### src/rtl/trigger_pkg.sv
// -----------------------------------------------------------------------------
// trigger_pkg
// Shared definitions for the 10-bit circular trigger link (generator and
// detector sides).
//   FRAME_W         : frame length in bits, fixed by the link
//   DEFAULT_PATTERN : frame the generator emits after reset
//   state_t         : detector acquisition state, 2-bit encoding
// -----------------------------------------------------------------------------
package trigger_pkg;

  localparam int FRAME_W = 10;

  localparam logic [FRAME_W-1:0] DEFAULT_PATTERN = 10'h300;

  typedef enum logic [1:0] {
    HUNT   = 2'd0,
    VERIFY = 2'd1,
    LOCKED = 2'd2
  } state_t;

endpackage

### src/rtl/trigger_rx_window.sv
// -----------------------------------------------------------------------------
// trigger_rx_window
// Serial-to-parallel window for the trigger line. The line is active-low, so
// each sample is inverted before being shifted in. The first received bit
// travels up to the MSB, which matches the generator's MSB-first order.
// Ports:
//   i_clk       : link clock, one bit per rising edge
//   i_rst_n     : asynchronous active-low reset (window clears to 0)
//   i_serial_in : raw trigger line (line = ~bit)
//   i_pattern   : expected frame to compare against
//   o_window    : last FRAME_W received bits, oldest in the MSB
//   o_hit       : o_window equals i_pattern (combinational on the register)
// -----------------------------------------------------------------------------
module trigger_rx_window #(
  parameter int FRAME_W = 10
) (
  input  logic               i_clk,
  input  logic               i_rst_n,
  input  logic               i_serial_in,
  input  logic [FRAME_W-1:0] i_pattern,
  output logic [FRAME_W-1:0] o_window,
  output logic               o_hit
);

  logic [FRAME_W-1:0] r_window;

  always_ff @(posedge i_clk or negedge i_rst_n) begin
    if (!i_rst_n) begin
      r_window <= '0;
    end else begin
      r_window <= {r_window[FRAME_W-2:0], ~i_serial_in};
    end
  end

  assign o_window = r_window;
  assign o_hit    = (r_window == i_pattern);

endmodule

### src/rtl/trigger_pattern_detector.sv
// -----------------------------------------------------------------------------
// trigger_pattern_detector
// Receive side of the circular trigger link. Hunts for the programmed frame in
// the serial stream, verifies it on LOCK_COUNT consecutive frame boundaries,
// then holds lock until UNLOCK_COUNT consecutive boundary frames mismatch.
// Ports:
//   i_clk          : link clock, one serial bit per rising edge
//   i_rst_n        : asynchronous active-low reset
//   i_serial_in    : trigger line, active-low
//   i_pattern_load : 1-cycle pulse, latch i_pattern_in and restart hunting
//   i_pattern_in   : new expected frame
//   i_err_clr      : synchronous clear of o_err_count (beats an increment)
//   o_locked       : high while in LOCKED
//   o_frame_strobe : 1-cycle pulse after each boundary in VERIFY/LOCKED
//   o_match_strobe : 1-cycle pulse after a boundary whose frame matched
//   o_rx_word      : last boundary frame
//   o_err_count    : saturating count of mismatched boundary frames in LOCKED
//   o_state        : current acquisition state (debug visibility)
// Handshake: none; every input is sampled on each rising edge and every
// strobe output is a registered single-cycle pulse with no back-pressure.
// -----------------------------------------------------------------------------
module trigger_pattern_detector
  import trigger_pkg::*;
#(
  parameter int                 FRAME_W         = trigger_pkg::FRAME_W,
  parameter logic [FRAME_W-1:0] DEFAULT_PATTERN = trigger_pkg::DEFAULT_PATTERN,
  parameter int                 LOCK_COUNT      = 3,
  parameter int                 UNLOCK_COUNT    = 2,
  parameter int                 ERR_W           = 8
) (
  input  logic               i_clk,
  input  logic               i_rst_n,
  input  logic               i_serial_in,
  input  logic               i_pattern_load,
  input  logic [FRAME_W-1:0] i_pattern_in,
  input  logic               i_err_clr,
  output logic               o_locked,
  output logic               o_frame_strobe,
  output logic               o_match_strobe,
  output logic [FRAME_W-1:0] o_rx_word,
  output logic [ERR_W-1:0]   o_err_count,
  output logic [1:0]         o_state
);

  generate
    if (FRAME_W != 10) begin : g_bad_frame_w
      $error("trigger_pattern_detector: FRAME_W must be 10");
    end
    if (LOCK_COUNT < 1 || LOCK_COUNT > 15) begin : g_bad_lock
      $error("trigger_pattern_detector: LOCK_COUNT must be 1..15");
    end
    if (UNLOCK_COUNT < 1 || UNLOCK_COUNT > 15) begin : g_bad_unlock
      $error("trigger_pattern_detector: UNLOCK_COUNT must be 1..15");
    end
  endgenerate

  localparam int              CNT_W    = $clog2(FRAME_W);
  localparam logic [CNT_W-1:0] LAST_BIT = CNT_W'(FRAME_W - 1);
  localparam logic [3:0]      LOCK_C   = 4'(LOCK_COUNT);
  localparam logic [3:0]      UNLOCK_C = 4'(UNLOCK_COUNT);

  state_t             r_state;
  state_t             w_state_nxt;
  logic [FRAME_W-1:0] r_pattern;
  logic [CNT_W-1:0]   r_bit_cnt;
  logic [3:0]         r_good_cnt;
  logic [3:0]         r_bad_cnt;
  logic               r_frame_strobe;
  logic               r_match_strobe;
  logic [FRAME_W-1:0] r_rx_word;
  logic [ERR_W-1:0]   r_err_count;

  logic [FRAME_W-1:0] w_window;
  logic               w_hit;
  logic               w_boundary;
  logic               w_act;

  trigger_rx_window #(
    .FRAME_W (FRAME_W)
  ) u_window (
    .i_clk       (i_clk),
    .i_rst_n     (i_rst_n),
    .i_serial_in (i_serial_in),
    .i_pattern   (r_pattern),
    .o_window    (w_window),
    .o_hit       (w_hit)
  );

  // The compare point once aligned: exactly FRAME_W shifts after the last one.
  assign w_boundary = (r_state != HUNT) && (r_bit_cnt == LAST_BIT);
  // A pattern load in the same cycle cancels everything the boundary would do.
  assign w_act      = w_boundary && !i_pattern_load;

  // State register
  always_ff @(posedge i_clk or negedge i_rst_n) begin
    if (!i_rst_n) begin
      r_state <= HUNT;
    end else begin
      r_state <= w_state_nxt;
    end
  end

  // Next-state logic
  always_comb begin
    w_state_nxt = r_state;
    if (i_pattern_load) begin
      w_state_nxt = HUNT;
    end else begin
      case (r_state)
        HUNT: begin
          if (w_hit) w_state_nxt = VERIFY;
        end
        VERIFY: begin
          if (w_boundary) begin
            if (!w_hit)                              w_state_nxt = HUNT;
            else if ((r_good_cnt + 4'd1) >= LOCK_C)  w_state_nxt = LOCKED;
          end
        end
        LOCKED: begin
          if (w_boundary && !w_hit && ((r_bad_cnt + 4'd1) >= UNLOCK_C))
            w_state_nxt = HUNT;
        end
        default: w_state_nxt = HUNT;
      endcase
    end
  end

  // Pattern register and alignment counters
  always_ff @(posedge i_clk or negedge i_rst_n) begin
    if (!i_rst_n) begin
      r_pattern  <= DEFAULT_PATTERN;
      r_bit_cnt  <= '0;
      r_good_cnt <= '0;
      r_bad_cnt  <= '0;
    end else if (i_pattern_load) begin
      r_pattern  <= i_pattern_in;
      r_bit_cnt  <= '0;
      r_good_cnt <= '0;
      r_bad_cnt  <= '0;
    end else begin
      case (r_state)
        HUNT: begin
          // The hunt hit itself is the first good frame.
          r_bit_cnt  <= '0;
          r_bad_cnt  <= '0;
          r_good_cnt <= w_hit ? 4'd1 : 4'd0;
        end
        VERIFY: begin
          r_bad_cnt <= '0;
          if (w_boundary) begin
            r_bit_cnt  <= '0;
            r_good_cnt <= w_hit ? (r_good_cnt + 4'd1) : 4'd0;
          end else begin
            r_bit_cnt <= r_bit_cnt + CNT_W'(1);
          end
        end
        LOCKED: begin
          r_good_cnt <= '0;
          if (w_boundary) begin
            r_bit_cnt <= '0;
            r_bad_cnt <= w_hit ? 4'd0 : (r_bad_cnt + 4'd1);
          end else begin
            r_bit_cnt <= r_bit_cnt + CNT_W'(1);
          end
        end
        default: begin
          r_bit_cnt  <= '0;
          r_good_cnt <= '0;
          r_bad_cnt  <= '0;
        end
      endcase
    end
  end

  // Boundary strobes, captured frame and error counter
  always_ff @(posedge i_clk or negedge i_rst_n) begin
    if (!i_rst_n) begin
      r_frame_strobe <= 1'b0;
      r_match_strobe <= 1'b0;
      r_rx_word      <= '0;
      r_err_count    <= '0;
    end else begin
      r_frame_strobe <= w_act;
      r_match_strobe <= w_act && w_hit;
      if (w_act) r_rx_word <= w_window;
      if (i_err_clr) begin
        r_err_count <= '0;
      end else if (w_act && (r_state == LOCKED) && !w_hit && (r_err_count != '1)) begin
        r_err_count <= r_err_count + ERR_W'(1);
      end
    end
  end

  // Outputs
  always_comb begin
    o_locked       = (r_state == LOCKED);
    o_state        = r_state;
    o_frame_strobe = r_frame_strobe;
    o_match_strobe = r_match_strobe;
    o_rx_word      = r_rx_word;
    o_err_count    = r_err_count;
  end

endmodule

### config.mk
export PLATFORM = sky130hd
export DESIGN_NAME = trigger_pattern_detector
export DESIGN_NICKNAME = d
export VERILOG_FILES = /design/src/rtl/trigger_pkg.sv /design/src/rtl/trigger_rx_window.sv /design/src/rtl/trigger_pattern_detector.sv
export SDC_FILE = /design/constraint.sdc
export NUM_CORES = 1
export LEC_CHECK = 0
export ABC_CLOCK_PERIOD_IN_PS = 2850
export CORE_ASPECT_RATIO = 0.75
export CORE_MARGIN = 2
export CORE_UTILIZATION = 62
export DETAILED_ROUTE_END_ITERATION = 10
export DONT_BUFFER_PORTS = 1
export PLACE_DENSITY = 0.9
export REMOVE_ABC_BUFFERS = 1
export SETUP_SLACK_MARGIN = 0.2
export SLEW_MARGIN = 40
export SYNTH_ARGS = -nofsm -noshare
export SYNTH_HDL_FRONTEND = slang
export SYNTH_SLANG_ARGS = --single-unit
### constraint.sdc
create_clock -name i_clk -period 2.85 [get_ports i_clk]
set_input_delay 0.285 -clock i_clk [delete_from_list [all_inputs] [get_ports i_clk]]
set_output_delay 0.285 -clock i_clk [all_outputs]
set_load 0.02 [all_outputs]
==> flow_summary.json, run 1 <==
{
  "grt_pass1_wl_mm": 7.98,
  "synth_compound_area_share_pct": 8.17,
  "gp_congestion": 0.899,
  "worstHoldEndpoint": "u_window.o_window[0]",
  "routedWlPerCell_um": 16.9,
  "antenna_cells": 0,
  "hold_path_startpoint": "i_serial_in",
  "setup_violations": 0,
  "hold_depth": 1,
  "htreeDepth": 2,
  "synth_cell_types": 38,
  "drt_iter0_markers": 109,
  "finalMaxSlewViolations": 0,
  "io_buffer_count": 0,
  "synth_top_area_share_pct": 52.1,
  "slew_headroom_pct": 60.7,
  "area_growth_pct": 8.87,
  "r2r_cells": 8,
  "syn_inst": 218,
  "cp-end-kind": "register",
  "grt.overflow.total": 0,
  "synth_area_per_cell_um2": 11.5,
  "p_per_area_nw_per_um2": 513,
  "synth_top_area_cell": "dfrtp_1",
  "cts_sinks": 54,
  "drt.antenna.violating_nets": 0,
  "die_x_um": 77.3,
  "clk_pin_slew_ps": 100,
  "worstMarginPinSlew_ps": 586,
  "synth-adder-area-share_pct": 5.01,
  "status": "finished clean",
  "synth_xor_area_share_pct": 5.96,
  "timing.rr.start": "o_state[0]",
  "yosysSeqAreaShare_pct": 54.2,
  "cp_max_fo": 11,
  "reg2reg_slack_ps": 490,
  "finClkSkew_ps": 8.47,
  "dp_hpwl_mm": 3.15,
  "ir_drop_mv": 0.453,
  "fin_util_pct": 72.4,
  "boundaryPins": 38,
  "num_rows": 19,
  "layout-drive-gt1-share_pct": 17.9,
  "clkLatencyLatePin_ps": 310,
  "die-area_um2": 4550,
  "cts_tree": "yes",
  "r2r_end": "o_err_count[6]",
  "fmax_ghz": 0.423,
  "grt_pass1_vias": 1686,
  "instances_no_fill": 276,
  "rsz0062_at_grt": "false",
  "via_per_inst": 5.97,
  "initial_utilization_pct": 66.5,
  "drt_wl_total_mm": 4.67,
  "fp.dieH_um": 59.0,
  "yosys-top-cells-area": "dfrtp_1, mux2_2, ha_1, xnor2_1, nor2_1",
  "num_vias": 1647,
  "cts_buffer_depth": 2,
  "grt_busiest_layer": "met2",
  "nNetsFinal": 248,
  "leakagePower_nw": 1.17,
  "met2_usage_pct": 35.9,
  "worstSetupPathType": "register to register",
  "clock-root-buffer": "clkbuf_8",
  "use_met3_pct": 6.75,
  "core_area_um2": 3760,
  "synth_top_family_by_area": "simple AND/OR/NAND/NOR gates",
  "post-place-cells": 266,
  "grt_max_degree": 55,
  "cp_data_arrival_time_ps": 2570,
  "start_kind": "register",
  "yosys_warnings": 0,
  "cts_made_buffers": 5,
  "finalHoldViolCount": 0,
  "fin_crit_ps": 2360,
  "syn_area_um2": 2500,
  "met1_usage_pct": 30.8,
  "first_pass_iters": 4,
  "synth_seq_cells": 54,
  "tns_ps": 0,
  "period_share_pct": 82.9,
  "worst_ep_required_time_ps": 3050,
  "holdCritPathClass": "primary input to register",
  "drc": 0,
  "maxCapViolCount": 0,
  "synth-simple-area-share_pct": 14.9,
  "track_usage_pct": 22.8,
  "synthMuxAreaShare_pct": 9.42,
  "antenna_found_initial": 0
}
## synthesized netlist by cell type
cell type	number
a211oi_2	1
a21boi_0	1
a21oi_1	11
a22oi_2	1
a311o_1	1
a31oi_1	3
and2_1	1
and3_1	2
and4_1	1
and4bb_2	1
buf_1	2
buf_2	3
buf_6	1
dfrtp_1	52
dfstp_2	2
ha_1	10
inv_1	6
mux2_2	20
mux2i_1	1
nand2_1	9
nand2b_1	5
nand3_1	11
nand3_2	1
nand3b_1	1
nand4_1	2
nand4b_1	1
nand4bb_1	2
nor2_1	19
nor2_2	1
nor3_1	7
nor3b_1	1
o21ai_0	13
o22ai_1	1
o31a_1	1
o31ai_1	1
or3_1	5
xnor2_1	14
xor2_1	3
## layout by cell type, fill, tap and decap left out, drive strengths merged, types with 2 or more instances in the layout
| cell | n |
|---|---|
| xor2 | 3 |
| mux2 | 20 |
| dfrtp | 52 |
| xnor2 | 14 |
| nor3 | 7 |
| buf | 3 |
| a21oi | 11 |
| nand2 | 9 |
| ha | 10 |
| o21ai | 13 |
| a31oi | 3 |
| dfstp | 2 |
| nand3 | 12 |
| and3 | 2 |
| nand2b | 5 |
| clkbuf | 5 |
| nand4 | 2 |
| inv | 7 |
| or3 | 5 |
| nand4bb | 2 |
| nor2 | 20 |
## routing by layer
layer  vias to the layer above  part of all wire [%]
met1                       821                    45
met4                         0                   1.3
li1                        779                     -
met2                        40                    47
met3                         7                   6.5
met5                         -                     0
## cell families after synthesis
family	after synthesis
and+or+nand+nor	70
DFF	54
AOI/OAI and AO/OA	34
muxes	21
xor gates and xnor gates	17
buffers and inverters	12
adders and majority gates	10
## what timing repair did
item                                    4_1_cts  5_1_grt
hold buffers                                  2        0
buffers inserted                              0        0
endpoints found under the hold margin        54        0
gates resized for setup                       1        1
endpoints found under the setup margin        1        6
## sequential cells by signal, summed over array words and instances, names as in the netlist
name               count
o_err_count            8
r_bit_cnt              4
o_frame_strobe         1
o_match_strobe         1
o_rx_word             10
r_good_cnt             4
r_bad_cnt              4
o_state                2
u_window.o_window     10
r_pattern             10
## power by group
| group | internal (mW) | switching [mW] |
|---|---|---|
| clock network | 0.267 | 0.258 |
| logic | 0.0339 | 0.0294 |
| registers | 0.789 | 0.0172 |
| total | 1.09 | 0.305 |
## worst max-delay path by stage
stage / depth (start not counted) / endpoint / startpoint
final: 8 / o_err_count[6] / o_state[0]
after global routing: 7 / o_err_count[5] / o_state[0]
after global placement: 8 / o_err_count[6] / o_state[0]
after floorplan: 5 / o_rx_word[0] / o_state[0]
after detailed placement: 7 / o_err_count[7] / o_state[0]
after CTS: 8 / o_err_count[6] / o_state[0]
## per-stage QoR
stage | power, mW | hold slack [ps] | cell area (um2) | setup slack [ps]
floorplan | 0.855 | -10.6 | 2460 | 521
global placement | 0.862 | -9.37 | 2540 | 379
detailed placement | 0.865 | -9.28 | 2540 | 243
CTS | 1.40 | 14.5 | 2700 | 282
global route | 1.45 | 1.61 | 2720 | 263
finish | 1.39 | 15.9 | 2720 | 488
## critical path: stages, from the launching register on
cell,delay (ps)
dfrtp_1,510
inv_1,120
ha_1,310
nand4bb_4,330
nor2_2,250
o31ai_2,180
nor3b_1,340
xnor2_1,160
nor2_1,50
## final cells by class
cell class,instances,area [um2]
Multi-Input combinational cell,152,1110
Tap cell,52,65.1
Clock inverter,3,47.5
Inverter,6,22.5
Clock buffer,5,68.8
Sequential cell,54,1350
Timing Repair Buffer,4,52.6
Fill cell,263,1040
(Power assumes the default switching activity.)
==> run 2: changes to the inputs <==
--- a/config.mk
+++ b/config.mk
@@ -5,13 +5,13 @@
 export SDC_FILE = /design/constraint.sdc
 export NUM_CORES = 1
 export LEC_CHECK = 0
-export ABC_CLOCK_PERIOD_IN_PS = 2850
+export ABC_CLOCK_PERIOD_IN_PS = 1920
 export CORE_ASPECT_RATIO = 0.75
 export CORE_MARGIN = 2
-export CORE_UTILIZATION = 62
+export CORE_UTILIZATION = 56
 export DETAILED_ROUTE_END_ITERATION = 10
 export DONT_BUFFER_PORTS = 1
-export PLACE_DENSITY = 0.9
+export PLACE_DENSITY = 0.86
 export REMOVE_ABC_BUFFERS = 1
 export SETUP_SLACK_MARGIN = 0.2
 export SLEW_MARGIN = 40
==> constraint.sdc (replaced) <==
create_clock -name i_clk -period 1.92 [get_ports i_clk]
set_input_delay 0.192 -clock i_clk [delete_from_list [all_inputs] [get_ports i_clk]]
set_output_delay 0.192 -clock i_clk [all_outputs]
set_load 0.02 [all_outputs]
==> run 2 against run 1 <==
The run now ends with setup timing left; global-route usage rose by 1.5 points; cell count up 15%; via count up 22%; first-iteration DRC count is 60% higher; sequential share of layout area down 9.0 points; sequential power rose by 49%; die area increased by 10%; total power grew 47%; largest cell class is now multi-input combinational cells.
==> flow_summary.json, run 2 (synthesis gave the netlist of run 1 again) <==
{
  "status": "finished with violations",
  "violations": "setup timing",
  "start_kind": "register",
  "r2r_cells": 7,
  "grt_max_degree": 55,
  "met2_usage_pct": 41.0,
  "initial_utilization_pct": 60.1,
  "worstHoldEndpoint": "r_pattern[6]",
  "drt.antenna.violating_nets": 0,
  "layout-drive-gt1-share_pct": 42.7,
  "drc": 0,
  "slew_headroom_pct": 75.7,
  "timing.rr.start": "r_bad_cnt[0]",
  "die_x_um": 81.1,
  "first_pass_iters": 4,
  "num_rows": 20,
  "io_buffer_count": 0,
  "crit_path_top_delay_cell": "dfrtp_1",
  "layout_common_cells": "dfrtp_1, buf_4, nor2_1, mux2_2",
  "hold_depth": 1,
  "total_power_mw": 2.05,
  "core_area_um2": 4150,
  "routedWlPerCell_um": 22.4,
  "cp-end-kind": "register",
  "p_per_area_nw_per_um2": 618,
  "finalHoldViolCount": 0,
  "fmax_ghz": 0.494,
  "maxCapViolCount": 0,
  "antenna_cells": 0,
  "clkLatencyLatePin_ps": 320,
  "drt_iter0_markers": 174,
  "cts_tree": "yes",
  "gp_congestion": 0.817,
  "dp_slack_ps": -161,
  "nNetsFinal": 286,
  "area_growth_pct": 32.9,
  "dp_hpwl_mm": 3.44,
  "num_vias": 2016,
  "hold_path_startpoint": "i_pattern_in[6]",
  "cp_max_fo": 5,
  "leakagePower_nw": 1.43,
  "grt_pass1_vias": 1813,
  "final_common_cell": "dfrtp_1",
  "reg2reg_slack_ps": -110,
  "grt.overflow.total": 0,
  "fp.dieH_um": 61.8,
  "worst_ep_required_time_ps": 2160,
  "worst_slack_ps": -106,
  "via_per_inst": 6.36,
  "period_share_pct": 106,
  "grt_busiest_layer": "met2",
  "max_stage_delay_ps": 450,
  "grt_pass1_wl_mm": 8.88,
  "clock-root-buffer": "clkbuf_8",
  "ir_drop_mv": 0.532,
  "crit_chain": "ha_4, and4bb_2, a21oi_2, o21ai_4, o21ai_0, a31oi_1, a211oi_2",
  "cts_sinks": 54,
  "antenna_found_initial": 0,
  "die-area_um2": 5010,
  "setup_violations": 4,
  "met1_usage_pct": 31.4,
  "r2r_end": "o_state[1]",
  "finClkSkew_ps": 8.80,
  "fin_hold_ws_ps": 16.5,
  "worstSetupPathType": "register to register",
  "htreeDepth": 2,
  "clk_pin_slew_ps": 110,
  "worstMarginPinSlew_ps": 363,
  "track_usage_pct": 24.3,
  "tns_ps": -192,
  "fin_crit_ps": 2030,
  "rsz0062_at_grt": "true",
  "cp_data_arrival_time_ps": 2260,
  "fin_util_pct": 79.8,
  "drt_wl_total_mm": 7.09,
  "cts_buffer_depth": 2,
  "cts_made_buffers": 5,
  "finalMaxSlewViolations": 0,
  "holdCritPathClass": "primary input to register",
  "use_met3_pct": 6.79,
  "boundaryPins": 38
}
==> run 2: final cells by class <==
cell class / instances / area, um2
clock inverter: 3 / 28.8
timing repair buffer: 42 / 400
sequential: 54 / 1350
fill: 230 / 837
clock buffer: 5 / 68.8
multi-input combinational: 152 / 1370
tap: 55 / 68.8
inverter: 6 / 22.5
==> run 2: critical path: cells and delay by family, from the launching register on <==
family | cells | cell delay (ps)
AO/OA/AOI/OAI | 5 | 940
flip-flops | 1 | 450
AND/OR/NAND/NOR | 1 | 260
adder cells (fa/ha/maj) | 1 | 270
==> run 2: how the worst max path moves through the flow <==
stage / startpoint / end / slack [ps] / cells after the start
floorplan: o_state[0] / o_rx_word[0] / -410 / 5
global placement: r_bad_cnt[0] / o_state[0] / -60 / 7
detailed placement: r_bad_cnt[0] / o_state[0] / -160 / 7
CTS: r_bad_cnt[1] / o_state[0] / 40 / 8
global route: r_pattern[0] / o_state[1] / -130 / 8
finish: r_bad_cnt[0] / o_state[1] / -110 / 7
==> run 2: routing by layer <==
metal	routed length (um)	vias up	share of wire (%)
met3	528	24	7.5
li1	-	852	-
met2	3500	111	49
met5	0	-	0
met1	2850	1029	40
met4	199	0	2.8
==> run 2: what timing repair did <==
action,in CTS,in global routing
endpoints found under the setup margin,29,29
setup buffers,5,9
hold buffers,5,1
pin swaps,11,26
endpoints found under the hold margin,66,1
gates cloned,0,1
resized for setup,27,55
==> run 2: through the flow <==
step | std cells | cell area, um2
2_1_floorplan | 212 | 2460
3_3_place_gp | 288 | 2690
3_5_place_dp | 288 | 2690
4_1_cts | 306 | 3010
5_1_grt | 317 | 3320
6_report | 317 | 3320
==> run 2: power breakdown <==
part / leakage, nW / total [mW] / internal (mW) / switching, mW
registers: 0.706 / 1.20 / 1.17 / 0.0325
logic: 0.672 / 0.137 / 0.0716 / 0.0658
clock network: 0.0502 / 0.708 / 0.272 / 0.436
==> run 3: changes to the inputs <==
--- a/config.mk
+++ b/config.mk
@@ -8,10 +8,10 @@
 export ABC_CLOCK_PERIOD_IN_PS = 1920
 export CORE_ASPECT_RATIO = 0.75
 export CORE_MARGIN = 2
-export CORE_UTILIZATION = 56
+export CORE_UTILIZATION = 55
 export DETAILED_ROUTE_END_ITERATION = 10
 export DONT_BUFFER_PORTS = 1
-export PLACE_DENSITY = 0.86
+export PLACE_DENSITY = 0.85
 export REMOVE_ABC_BUFFERS = 1
 export SETUP_SLACK_MARGIN = 0.2
 export SLEW_MARGIN = 40
==> run 3 against run 2 <==
The run still ends with setup timing left; critical path depth is 1 lower; routed wire length fell by 14%; via count shrank 6.7%; combinational power shrank 7%; maximum frequency grew 4.8%; highest routed layer unchanged.
==> flow_summary.json, run 3 (synthesis gave the netlist of run 1 again) <==
{
  "status": "finished with violations",
  "violations": "setup timing",
  "cts_buffer_depth": 2,
  "cp_data_arrival_time_ps": 2160,
  "final_common_cell": "dfrtp_1",
  "num_vias": 1881,
  "routedWlPerCell_um": 18.6,
  "initial_utilization_pct": 56.5,
  "boundaryPins": 38,
  "fin_hold_ws_ps": 16.5,
  "first_pass_iters": 4,
  "grt_pass1_vias": 1909,
  "antenna_cells": 0,
  "finClkSkew_ps": 13.6,
  "gp_congestion": 0.821,
  "fmax_ghz": 0.517,
  "rsz0062_at_grt": "true",
  "use_met3_pct": 5.09,
  "dp_hpwl_mm": 3.56,
  "clk_pin_slew_ps": 110,
  "grt_max_degree": 55,
  "via_per_inst": 5.77,
  "num_rows": 21,
  "clock-root-buffer": "clkbuf_8",
  "worstMarginPinSlew_ps": 358,
  "fp.dieH_um": 62.3,
  "drt_iter0_markers": 148,
  "met2_usage_pct": 40.2,
  "grt_busiest_layer": "met2",
  "layout_common_cells": "dfrtp_1, buf_4, nor2_1",
  "placed_area_um2": 2770,
  "htreeDepth": 2,
  "tns_ps": -13.8,
  "slew_headroom_pct": 76.0,
  "nNetsFinal": 293,
  "met1_usage_pct": 33.3,
  "track_usage_pct": 24.7,
  "cts_made_buffers": 5,
  "ir_drop_mv": 0.591,
  "grt_pass1_wl_mm": 9.50,
  "finalHoldViolCount": 0,
  "area_growth_pct": 31.8,
  "cp_max_fo": 5,
  "post-place-cells": 301,
  "finalMaxSlewViolations": 0,
  "drc": 0,
  "start_kind": "register",
  "layout-drive-gt1-share_pct": 39.8,
  "fin_area_um2": 3290,
  "die_x_um": 81.8,
  "instances_no_fill": 326,
  "drt.antenna.violating_nets": 0,
  "worst_slack_ps": -13.8,
  "clkLatencyLatePin_ps": 330,
  "worst_ep_required_time_ps": 2140,
  "grt.overflow.total": 0,
  "maxCapViolCount": 0,
  "setup_violations": 1,
  "worstSetupPathType": "register to register",
  "fin_crit_ps": 1930,
  "antenna_found_initial": 0,
  "io_buffer_count": 0,
  "drt_wl_total_mm": 6.06,
  "holdCritPathClass": "primary input to register",
  "total_power_mw": 2.14,
  "cp-end-kind": "register",
  "cts_sinks": 54,
  "leakagePower_nw": 1.45,
  "period_share_pct": 101,
  "cts_tree": "yes",
  "core_area_um2": 4410,
  "die-area_um2": 5100,
  "p_per_area_nw_per_um2": 650
}
==> run 3: report_power, final <==
part | switching, mW | total [mW] | internal (mW)
sequential | 0.0289 | 1.20 | 1.17
combinational | 0.0620 | 0.127 | 0.0652
clock | 0.412 | 0.811 | 0.399
==> run 3: critical path, stage by stage (launching register included) <==
cell and delay, ps:
dfstp_2 560, xnor2_1 130, nand4_1 160, or3_4 450, a22oi_2 220, nor3_2 60, a311o_1 260
==> run 3: cell type report <==
cell class,count,area (um2)
flip-flops and latches,54,1350
multi-input cells,152,1290
fillers,266,1120
repair buffers,49,439
well taps,57,71.3
clock buffers,5,68.8
clock inverters,3,47.5
inverters,6,22.5
==> run 3: worst paths after layout <==
check                      slack, ps  cells after the start            startpoint                    to
max                              -10                      6          r_pattern[8]            o_state[0]
min                               20                      1       i_pattern_in[5]          r_pattern[5]
max reg2reg                      -10                      6          r_pattern[8]            o_state[0]
min reg2reg                      430                      0  u_window.o_window[0]  u_window.o_window[1]
max in group asynchronous       1260                      2               i_rst_n          r_pattern[8]
min in group asynchronous        370                      2               i_rst_n          r_bad_cnt[0]
==> run 3: what timing repair did <==
| item | in CTS | in global routing |
|---|---|---|
| setup buffers | 8 | 4 |
| gates resized for setup | 41 | 24 |
| pin swaps | 13 | 17 |
| endpoints found under the hold margin | 66 | 8 |
| setup endpoints to repair | 28 | 29 |
| hold buffers | 4 | 1 |
==> run 3: metrics by stage <==
stage / util, % / setup slack, ps
floorplan: - / -409
global placement: 62.8 / -56.5
detailed placement: 62.8 / -129
CTS: 71.5 / 40.0
global route: 74.5 / -98.4
finish: 74.5 / -13.8
==> run 3: layer usage <==
metal	up-vias	part of all wire (%)
met5	-	0
met4	0	1.6
met3	11	6.0
met2	61	49
met1	939	44
li1	870	-
